File: src/rtl/pool_window_feeder_if.sv
// Handshake and memory bus bundle between the pool window feeder and its environment.
interface pool_window_feeder_if #(
    parameter int ADDR_W = 16
);
    logic              go;
    logic              busy;
    logic              done;
    logic              rd_en;
    logic [ADDR_W-1:0] rd_addr;
    logic [15:0]       rd_data;
    logic [15:0]       win00;
    logic [15:0]       win01;
    logic [15:0]       win10;
    logic [15:0]       win11;
    logic              pool_start;
    logic              pool_finish;
    logic [15:0]       pool_pixel;
    logic              wr_en;
    logic [ADDR_W-1:0] wr_addr;
    logic [15:0]       wr_data;

    modport master (
        input  go, rd_data, pool_finish, pool_pixel,
        output busy, done, rd_en, rd_addr,
        output win00, win01, win10, win11,
        output pool_start, wr_en, wr_addr, wr_data
    );

    modport slave (
        output go, rd_data, pool_finish, pool_pixel,
        input  busy, done, rd_en, rd_addr,
        input  win00, win01, win10, win11,
        input  pool_start, wr_en, wr_addr, wr_data
    );
endinterface

File: src/rtl/pool_window_feeder.sv
// Walks a stored feature map in stride-2 2x2 windows, feeds the pooling
// datapath and writes each pooled pixel to the output map.
module pool_window_feeder #(
    parameter int IMG_W    = 28,
    parameter int IMG_H    = 28,
    parameter int ADDR_W   = 16,
    parameter int IN_BASE  = 0,
    parameter int OUT_BASE = 1024
) (
    input logic                  clk,
    input logic                  rst,
    pool_window_feeder_if.master bus
);
    localparam int OW = IMG_W / 2;
    localparam int OH = IMG_H / 2;

    localparam logic [ADDR_W-1:0] IN_A     = ADDR_W'(IN_BASE);
    localparam logic [ADDR_W-1:0] OUT_A    = ADDR_W'(OUT_BASE);
    localparam logic [ADDR_W-1:0] ROW_A    = ADDR_W'(IMG_W);
    localparam logic [ADDR_W-1:0] ROW_STEP = ADDR_W'(2 * IMG_W);
    localparam logic [ADDR_W-1:0] ONE      = ADDR_W'(1);
    localparam logic [ADDR_W-1:0] TWO      = ADDR_W'(2);
    localparam logic [15:0]       LAST_COL = 16'(OW - 1);
    localparam logic [15:0]       LAST_ROW = 16'(OH - 1);

    typedef enum logic [3:0] {
        IDLE, F0, F1, F2, F3, CAP, POOL, WRITE, DONE
    } state_t;

    state_t            state;
    logic [15:0]       orow;
    logic [15:0]       ocol;
    logic [ADDR_W-1:0] row_base;
    logic [ADDR_W-1:0] win_base;
    logic [ADDR_W-1:0] out_ptr;
    logic [ADDR_W-1:0] next_base;
    logic              last_col;
    logic              last_row;

    // Window origins are tracked incrementally rather than multiplied out.
    always_comb begin
        last_col  = (ocol == LAST_COL);
        last_row  = (orow == LAST_ROW);
        next_base = last_col ? row_base + ROW_STEP : win_base + TWO;
    end

    always_ff @(posedge clk or posedge rst) begin
        if (rst) begin
            state          <= IDLE;
            orow           <= '0;
            ocol           <= '0;
            row_base       <= IN_A;
            win_base       <= IN_A;
            out_ptr        <= OUT_A;
            bus.busy       <= 1'b0;
            bus.done       <= 1'b0;
            bus.rd_en      <= 1'b0;
            bus.rd_addr    <= '0;
            bus.win00      <= '0;
            bus.win01      <= '0;
            bus.win10      <= '0;
            bus.win11      <= '0;
            bus.pool_start <= 1'b0;
            bus.wr_en      <= 1'b0;
            bus.wr_addr    <= '0;
            bus.wr_data    <= '0;
        end else begin
            case (state)
                IDLE: begin
                    if (bus.go) begin
                        state       <= F0;
                        orow        <= '0;
                        ocol        <= '0;
                        row_base    <= IN_A;
                        win_base    <= IN_A;
                        out_ptr     <= OUT_A;
                        bus.busy    <= 1'b1;
                        bus.rd_en   <= 1'b1;
                        bus.rd_addr <= IN_A;
                    end
                end
                F0: begin
                    state       <= F1;
                    bus.rd_addr <= win_base + ONE;
                end
                F1: begin
                    state       <= F2;
                    bus.win00   <= bus.rd_data;
                    bus.rd_addr <= win_base + ROW_A;
                end
                F2: begin
                    state       <= F3;
                    bus.win01   <= bus.rd_data;
                    bus.rd_addr <= win_base + ROW_A + ONE;
                end
                F3: begin
                    state     <= CAP;
                    bus.win10 <= bus.rd_data;
                    bus.rd_en <= 1'b0;
                end
                CAP: begin
                    state          <= POOL;
                    bus.win11      <= bus.rd_data;
                    bus.pool_start <= 1'b1;
                end
                POOL: begin
                    // Stalls here for as long as the datapath needs.
                    if (bus.pool_finish) begin
                        state          <= WRITE;
                        bus.pool_start <= 1'b0;
                        bus.wr_data    <= bus.pool_pixel;
                        bus.wr_en      <= 1'b1;
                        bus.wr_addr    <= out_ptr;
                    end
                end
                WRITE: begin
                    bus.wr_en <= 1'b0;
                    out_ptr   <= out_ptr + ONE;
                    if (last_col && last_row) begin
                        state    <= DONE;
                        bus.done <= 1'b1;
                    end else begin
                        state       <= F0;
                        win_base    <= next_base;
                        bus.rd_en   <= 1'b1;
                        bus.rd_addr <= next_base;
                        if (last_col) begin
                            ocol     <= '0;
                            orow     <= orow + 16'd1;
                            row_base <= next_base;
                        end else begin
                            ocol <= ocol + 16'd1;
                        end
                    end
                end
                DONE: begin
                    state    <= IDLE;
                    bus.done <= 1'b0;
                    bus.busy <= 1'b0;
                    orow     <= '0;
                    ocol     <= '0;
                end
                default: state <= IDLE;
            endcase
        end
    end
endmodule

File: src/flat_wrapper.sv
// flat-port wrapper written by rule: the top's interface ports become plain ports
module pool_window_feeder_flat 
#(
    parameter int IMG_W    = 28,
    parameter int IMG_H    = 28,
    parameter int ADDR_W   = 16,
    parameter int IN_BASE  = 0,
    parameter int OUT_BASE = 1024
)
  (clk, rst, bus_go, bus_rd_data, bus_pool_finish, bus_pool_pixel, bus_busy, bus_done, bus_rd_en, bus_rd_addr, bus_win00, bus_win01, bus_win10, bus_win11, bus_pool_start, bus_wr_en, bus_wr_addr, bus_wr_data);
  pool_window_feeder_if #(.ADDR_W(ADDR_W)) bus_i ();
  input logic clk;
  input logic rst;
  input wire logic [$bits(bus_i.go)-1:0] bus_go;
  input wire logic [$bits(bus_i.rd_data)-1:0] bus_rd_data;
  input wire logic [$bits(bus_i.pool_finish)-1:0] bus_pool_finish;
  input wire logic [$bits(bus_i.pool_pixel)-1:0] bus_pool_pixel;
  output wire logic [$bits(bus_i.busy)-1:0] bus_busy;
  output wire logic [$bits(bus_i.done)-1:0] bus_done;
  output wire logic [$bits(bus_i.rd_en)-1:0] bus_rd_en;
  output wire logic [$bits(bus_i.rd_addr)-1:0] bus_rd_addr;
  output wire logic [$bits(bus_i.win00)-1:0] bus_win00;
  output wire logic [$bits(bus_i.win01)-1:0] bus_win01;
  output wire logic [$bits(bus_i.win10)-1:0] bus_win10;
  output wire logic [$bits(bus_i.win11)-1:0] bus_win11;
  output wire logic [$bits(bus_i.pool_start)-1:0] bus_pool_start;
  output wire logic [$bits(bus_i.wr_en)-1:0] bus_wr_en;
  output wire logic [$bits(bus_i.wr_addr)-1:0] bus_wr_addr;
  output wire logic [$bits(bus_i.wr_data)-1:0] bus_wr_data;
  assign bus_i.go = bus_go;
  assign bus_i.rd_data = bus_rd_data;
  assign bus_i.pool_finish = bus_pool_finish;
  assign bus_i.pool_pixel = bus_pool_pixel;
  assign bus_busy = bus_i.busy;
  assign bus_done = bus_i.done;
  assign bus_rd_en = bus_i.rd_en;
  assign bus_rd_addr = bus_i.rd_addr;
  assign bus_win00 = bus_i.win00;
  assign bus_win01 = bus_i.win01;
  assign bus_win10 = bus_i.win10;
  assign bus_win11 = bus_i.win11;
  assign bus_pool_start = bus_i.pool_start;
  assign bus_wr_en = bus_i.wr_en;
  assign bus_wr_addr = bus_i.wr_addr;
  assign bus_wr_data = bus_i.wr_data;
  pool_window_feeder #(.IMG_W(IMG_W), .IMG_H(IMG_H), .ADDR_W(ADDR_W), .IN_BASE(IN_BASE), .OUT_BASE(OUT_BASE)) u_core (.clk(clk), .rst(rst), .bus(bus_i));
endmodule
File: config.mk
export PLATFORM = sky130hd
export DESIGN_NAME = pool_window_feeder_flat
export DESIGN_NICKNAME = d
export VERILOG_FILES = /design/src/rtl/pool_window_feeder_if.sv /design/src/rtl/pool_window_feeder.sv /design/src/flat_wrapper.sv
export SDC_FILE = /design/constraint.sdc
export NUM_CORES = 1
export LEC_CHECK = 0
export ABC_AREA = 1
export CORE_MARGIN = 4
export CORE_UTILIZATION = 25
export CTS_CLUSTER_DIAMETER = 100
export CTS_CLUSTER_SIZE = 20
export DETAILED_ROUTE_END_ITERATION = 10
export SYNTH_ARGS = -nofsm -noshare
export SYNTH_HDL_FRONTEND = slang
export SYNTH_SLANG_ARGS = --single-unit
File: constraint.sdc
create_clock -name clk -period 13.85 [get_ports clk]
set_input_delay 1.385 -clock clk [delete_from_list [all_inputs] [get_ports clk]]
set_output_delay 1.385 -clock clk [all_outputs]
set_load 0.02 [all_outputs]
==> results.tsv, run 1 <==
metric	value	unit
outcome	completed	
CORE AREA	0.0400	sq mm
Power Density	193	mW/mm^2
Detailed Place HPWL	19600	microns
Slew @ Worst Pin	1.04	ns
layout cell share with drive strength beyond 1	0.0399	
WS Path Type	reg2reg	
IO Port Bufs	152	
Static Leak	5.78	nW
yosys warns	0	
Worst R2R Path Depth	9	
Top Ports	153	
row cnt	73	
flop-to-flop setup slack	10.49	ns
switching power	1.03	mW
Worst R2R Start	u_core.state[3]	
Post-CTS Resized	0	
sw frac	0.423	
Syn Inst Count	1321	
clock tree buffer depth	3	
post-route cell area	0.0126	sq mm
max-slew violations	0	
Peak supply drop	0.132	mV
XOR/XNOR Fraction of Synth Area	0.0266	
DRC viols	0	
worst path required time	14.24	ns
mux cell area share after synthesis	0.00393	
antenna cells	0	
GP Congestion	0.852	
initial antenna violation count	0	
leading register cell type out of synthesis	dfrtp_1	
Yosys cell types	45	
#FFs+latches synth	201	
setup repair after global routing missed its margin	false	
WP data arrival	3.75	ns
Sink Count	201	
CTS tree	built	
Initial Utilization	0.255	
worst-path fanout max	31	
ys async rst share	1.00	
Root Buffer	clkbuf_16	
Reg2Reg Capture Point	u_core.row_base[8]	
Post-synth EDFFs	0	
largest net degree at the start of global routing	127	
Via Count	8878	
skew final	0.0229	ns
First-pass DRT Iterations	5	
Setup crit start	u_core.state[3]	
sequential-to-total area share from yosys stat	0.494	
die width	210	microns
CTS Buf Count	14	
Worst Hold Class	reg2reg	
combinational family with the most area after synthesis	simple AND/OR/NAND/NOR gates	
critical path capture point type	flip-flop	
Max transition margin	0.303	
area post-placement	0.0122	sq mm
Final Setup Violations	0	
Sum Neg Setup Slack	0	ns
final hold vios	0	
Startpoint Class	flip-flop	
Reg power frac	0.379	
Iteration-0 DRC Markers	646	
clock network power share	0.169	
P&R area growth vs syn	23.9	%
Setup crit end	u_core.row_base[8]	
first-pass GRT wire length	44900	microns
ANT nets after route	0	
die area	0.0441	sq mm
Int Power	1.41	mW
DP Cell Count	1958	
drt wl/cell	13.7	microns
post-layout minimum cycle time	3.36	ns
Clk pin slew, worst setup/hold paths	0.09	ns
Comb power frac	0.452	
final cell count without fillers	1980	
fmax	297	MHz
drt via density	4.48	
WL final	27100	microns
syn avg cell area	7.72	sq um
Overall Global Routing Usage	0.119	
Compound-Gate Fraction of Synth Area	0.107	
Final Util	0.316	
hold-fix buffer count after cts	0	
H-Tree Depth	1	
Post-CTS Setup Bufs	0	
vias in the first global route	8739	
Synth Area in Adders	0.0123	
number of max-cap violations	0	
Final Cycle Share	0.243	
Layout Nets	1495	
Syn Nets	1367	
total congestion overflow	0	
Post-Synth Simple-Gate Area	0.284	
Die Span Y	210	microns
cell area after synthesis	0.0102	sq mm
Skew-Pair Late Insertion Delay	0.48	ns
==> stage by stage <==
stage	setup WS [ns]	hold WS, ns	power, mW
after floorplan	6.98	0.468	1.57
after global placement	10.12	0.459	2.03
final	10.49	0.477	2.44
after detailed placement	10.02	0.457	2.05
after CTS	10.49	0.478	2.47
after global routing	10.14	0.499	2.62
==> power by group through the flow <==
stage	logic [mW]	registers [mW]	clock network [mW]
final	1.10	0.925	0.414
after global routing	1.22	0.953	0.450
after CTS	1.12	0.926	0.429
after detailed placement	1.11	0.931	0
after global placement	1.10	0.930	0
after floorplan	0.486	1.08	0
==> state kept, by name, summed over array words and instances, names as in the netlist <==
register / cells
u_core.bus.pool_start: 1
u_core.bus.rd_en: 1
u_core.ocol: 16
u_core.row_base: 16
u_core.bus.win00: 16
u_core.bus.wr_en: 1
u_core.bus.win01: 16
u_core.bus.wr_data: 16
u_core.orow: 16
u_core.bus.busy: 1
u_core.out_ptr: 16
u_core.bus.done: 1
u_core.bus.win10: 16
u_core.bus.win11: 16
u_core.win_base: 16
u_core.bus.wr_addr: 16
u_core.bus.rd_addr: 16
u_core.state: 4
==> placed cells by master (no fill, tap or decap), types with 7 or more instances in the layout <==
master,synthesis,layout
a21oi_1,31,31
clkbuf_16,0,15
clkdlybuf4s50_1,0,152
dfrtp_1,200,200
ha_1,10,10
inv_1,131,130
inv_2,9,9
nand2_1,431,431
nand2_2,8,8
nand3_1,81,81
nand4_1,19,19
nor2_1,109,108
nor2_4,7,7
nor3_1,9,9
nor4_1,10,10
o21ai_0,134,134
o22ai_1,8,8
xor2_1,26,26
==> cells in the mapped netlist, types with 2 or more instances <==
library cell,number,area share
nor2_4,7,0.0077
nor2_2,3,0.0018
xor2_1,26,0.022
nor4_1,10,0.0061
nand3_1,81,0.040
o21ai_1,5,0.0025
clkbuf_1,26,0.0096
nor2_1,109,0.040
o211ai_1,5,0.0037
a31oi_1,2,0.0012
nand2_2,8,0.0049
buf_1,3,0.0011
nor3_1,9,0.0044
buf_4,3,0.0022
o22ai_1,8,0.0049
inv_2,9,0.0033
mux2i_1,4,0.0039
buf_2,12,0.0059
o221ai_1,3,0.0026
nand3b_1,3,0.0022
xnor2_1,5,0.0043
dfrtp_1,200,0.49
a22oi_1,2,0.0015
o31ai_1,3,0.0022
a21oi_1,31,0.015
nand4_1,19,0.012
o32ai_1,4,0.0034
nand2_1,431,0.16
ha_1,10,0.012
o21ai_0,134,0.066
clkinv_1,2,0.00074
inv_1,131,0.048
==> worst max-delay path, stage by stage (launching register included) <==
cell,delay [ns]
dfrtp_1,0.43
inv_2,0.08
nand2_1,0.13
nor2_4,0.58
inv_2,0.47
nor2_2,0.42
nand2_1,0.18
nand2_1,0.71
nand2_1,0.13
o21ai_0,0.12
==> routing by layer <==
| metal | wire length, microns | share of wire | global-route usage | vias up |
|---|---|---|---|---|
| li1 | - | - | - | 4486 |
| met1 | 12600 | 0.46 | 0.163 | 4176 |
| met2 | 12500 | 0.46 | 0.197 | 185 |
| met3 | 1420 | 0.052 | 0.0218 | 31 |
| met4 | 536 | 0.020 | 0.0299 | 0 |
| met5 | 0 | 0 | 0 | - |
==> worst min path at each step <==
| stage | startpoint | end | slack (ns) | depth (start not counted) |
|---|---|---|---|---|
| finish | u_core.bus.wr_data[2] | u_core.bus.wr_data[2] | 0.48 | 2 |
| global route | u_core.bus.wr_data[2] | u_core.bus.wr_data[2] | 0.50 | 2 |
| CTS | u_core.bus.wr_data[2] | u_core.bus.wr_data[2] | 0.48 | 2 |
| detailed placement | u_core.bus.wr_data[2] | u_core.bus.wr_data[2] | 0.46 | 2 |
| global placement | u_core.bus.wr_data[7] | u_core.bus.wr_data[7] | 0.46 | 2 |
| floorplan | u_core.out_ptr[14] | u_core.out_ptr[14] | 0.47 | 1 |
==> cell type report <==
cell class	instances	area [sq um]
Tap cell	525	657
Multi-Input combinational cell	932	4420
Timing Repair Buffer	157	1560
Sequential cell	201	5030
Fill cell	4272	27400
Clock inverter	2	21.3
Inverter	143	546
Clock buffer	20	394
==> kinds of logic after synthesis <==
group           after synthesis
xor+xnor                     31
simple gates                685
flops                       201
mux                           4
buf+inv                     188
fa+ha+maj                    10
compound gates              202
Note: power is estimated with default switching activity, not from simulation.
==> run 2: changes to the inputs <==
- clock period: 13.85 -> 2.8 ns (I/O delays scaled with it)
==> results.tsv, run 2 (synthesis results as in run 1) <==
metric	value	unit	change
Worst R2R Path Depth	14		+5
First-pass DRT Iterations	5		unchanged
Skew-Pair Late Insertion Delay	0.48	ns	about the same
row cnt	73		unchanged
slowest CP cell	dfrtp_1		
fmax	403	MHz	+35%
ANT nets after route	0		unchanged
Via Count	8946		+0.77%
initial antenna violation count	0		unchanged
sw frac	0.422		-0.00104
largest net degree at the start of global routing	91		-28%
switching power	5.14	mW	+400%
max-slew violations	0		unchanged
number of max-cap violations	0		unchanged
Worst Hold Class	in2async		
CTS tree	built		
Clk pin slew, worst setup/hold paths	0.09	ns	about the same
CORE AREA	0.0400	sq mm	unchanged
drt via density	4.48		about the same
Final Cycle Share	0.887		+0.644
Startpoint Class	flip-flop		
met3 Usage GRT	0.0190		-0.00284
layout cell share with drive strength beyond 1	0.0496		+0.00976
Final Util	0.319		+0.00360
met1 Resource Use GR	0.167		+0.00393
die width	210	microns	unchanged
Peak supply drop	0.598	mV	+350%
final hold vios	0		unchanged
worst hold slack	0.102	ns	-0.375 ns
total congestion overflow	0		unchanged
Crit path largest cell delay	0.41	ns	-0.30 ns
clock tree buffer depth	3		unchanged
CTS Buf Count	14		unchanged
die area	0.0441	sq mm	unchanged
Iteration-0 DRC Markers	691		+7.0%
drt wl/cell	13.9	microns	+1.4%
WP data arrival	2.89	ns	-0.86 ns
first-pass GRT wire length	45300	microns	+0.86%
setup repair after global routing missed its margin	false		
H-Tree Depth	1		unchanged
Initial Utilization	0.255		unchanged
Root Buffer	clkbuf_16		
Tot Pwr	12.2	mW	+400%
Detailed Place HPWL	20300	microns	+3.5%
met2 usage	0.203		+0.00536
clock network power share	0.169		about the same
vias in the first global route	8543		-2.2%
Overall Global Routing Usage	0.121		+0.00128
Layout Nets	1511		+1.1%
IO Port Bufs	152		unchanged
GRT busiest layer	met2		
Slew @ Worst Pin	0.963	ns	-0.0759 ns
Sink Count	201		unchanged
hold-fix buffer count after cts	0		unchanged
commonest non-fill, non-tap cells in the layout	431 x nand2_1, 200 x dfrtp_1, 152 x clkdlybuf4s50_1		
Power Density	955	mW/mm^2	+390%
Top Ports	153		unchanged
worst-path fanout max	14		-55%
P&R area growth vs syn	25.3	%	
Post-CTS Resized	0		unchanged
Reg power frac	0.375		-0.004
critical path capture point type	flip-flop		
DRC viols	0		unchanged
post-layout minimum cycle time	2.48	ns	-0.879 ns
Max transition margin	0.357		+0.0542
WS Path Type	reg2reg		
antenna cells	0		unchanged
Comb power frac	0.456		+0.004
GP Congestion	0.859		+0.79%
Static Leak	5.86	nW	+1.4%
Post-CTS Setup Bufs	0		unchanged
Final Setup Violations	0		unchanged
skew final	0.0252	ns	+0.00227 ns
commonest non-fill, non-tap cell in the layout	nand2_1		
Sum Neg Setup Slack	0	ns	unchanged
Int Power	7.06	mW	+400%
Die Span Y	210	microns	unchanged
worst path required time	3.21	ns	-11.03 ns
outcome	completed		
cell breakdown of the critical path	inv_1 > ha_1 > inv_1 > nor4_1 > nand2_1 > inv_2 > nand2_1 > nor2_1 > nor2_1 > nand2_2 > inv_2 > nand2_1 > nor2_1 > a21oi_1		
WL final	27700	microns	+2.3%
-- run 2: final cells by class --
cell class              instances  area [sq um]
repair buffers                173          1700
flip-flops and latches        201          5030
fillers                      4268         27200
clock inverters                 1          20.0
inverters                     143           542
multi-input cells             932          4420
well taps                     525           657
clock buffers                  21           398
-- run 2: worst paths after layout --
path | end | slack, ns | start
worst max-delay path | u_core.orow[0] | 0.32 | u_core.ocol[1]
worst min-delay path | u_core.bus.win10[15] | 0.10 | rst
max in group asynchronous | u_core.out_ptr[10] | 1.95 | rst
worst max register to register | u_core.orow[0] | 0.32 | u_core.ocol[1]
worst min register to register | u_core.bus.pool_start | 0.47 | u_core.bus.pool_start
min in group clk | u_core.bus.wr_data[13] | 0.33 | bus_pool_pixel[13]
-- run 2: stage by stage --
step / instances / setup WS, ns / cell area (sq um)
finish: 1996 / 0.317 / 12800
global route: 1996 / 0.0602 / 12800
CTS: 1996 / 0.284 / 12800
detailed placement: 1974 / 0.295 / 12400
global placement: 1974 / 0.377 / 12400
floorplan: 1321 / -0.0815 / 10200
-- run 2: routing by layer --
| metal | vias to the layer above | share of wire | wire [microns] |
|---|---|---|---|
| met1 | 4258 | 0.47 | 13100 |
| met4 | 0 | 0.010 | 285 |
| met5 | - | 0 | 0 |
| li1 | 4517 | - | - |
| met3 | 18 | 0.043 | 1200 |
| met2 | 153 | 0.47 | 13200 |
-- run 2: worst max-delay path: cells and delay by family, from the launching register on --
kind,cells,cell delay [ns]
and+or+nand+nor,8,1.32
DFF,1,0.41
buffers and inverters,4,0.39
adders and majority gates,1,0.17
AOI/OAI and AO/OA,1,0.12
-- run 2: power groups by stage --
stage | clock network [mW] | logic (mW) | registers (mW)
after floorplan | 0 | 2.40 | 5.36
after global placement | 0 | 5.56 | 4.59
after detailed placement | 0 | 5.62 | 4.61
after CTS | 2.14 | 5.64 | 4.58
after global routing | 2.25 | 6.09 | 4.72
final | 2.06 | 5.56 | 4.58
==> run 3: changes to the inputs <==
- ABC_CLOCK_PERIOD_IN_PS: default -> 2800
- TNS_END_PERCENT: default -> 30
==> results of run 3 <==
Final layout, timing and power as in run 2 (identical DEF).
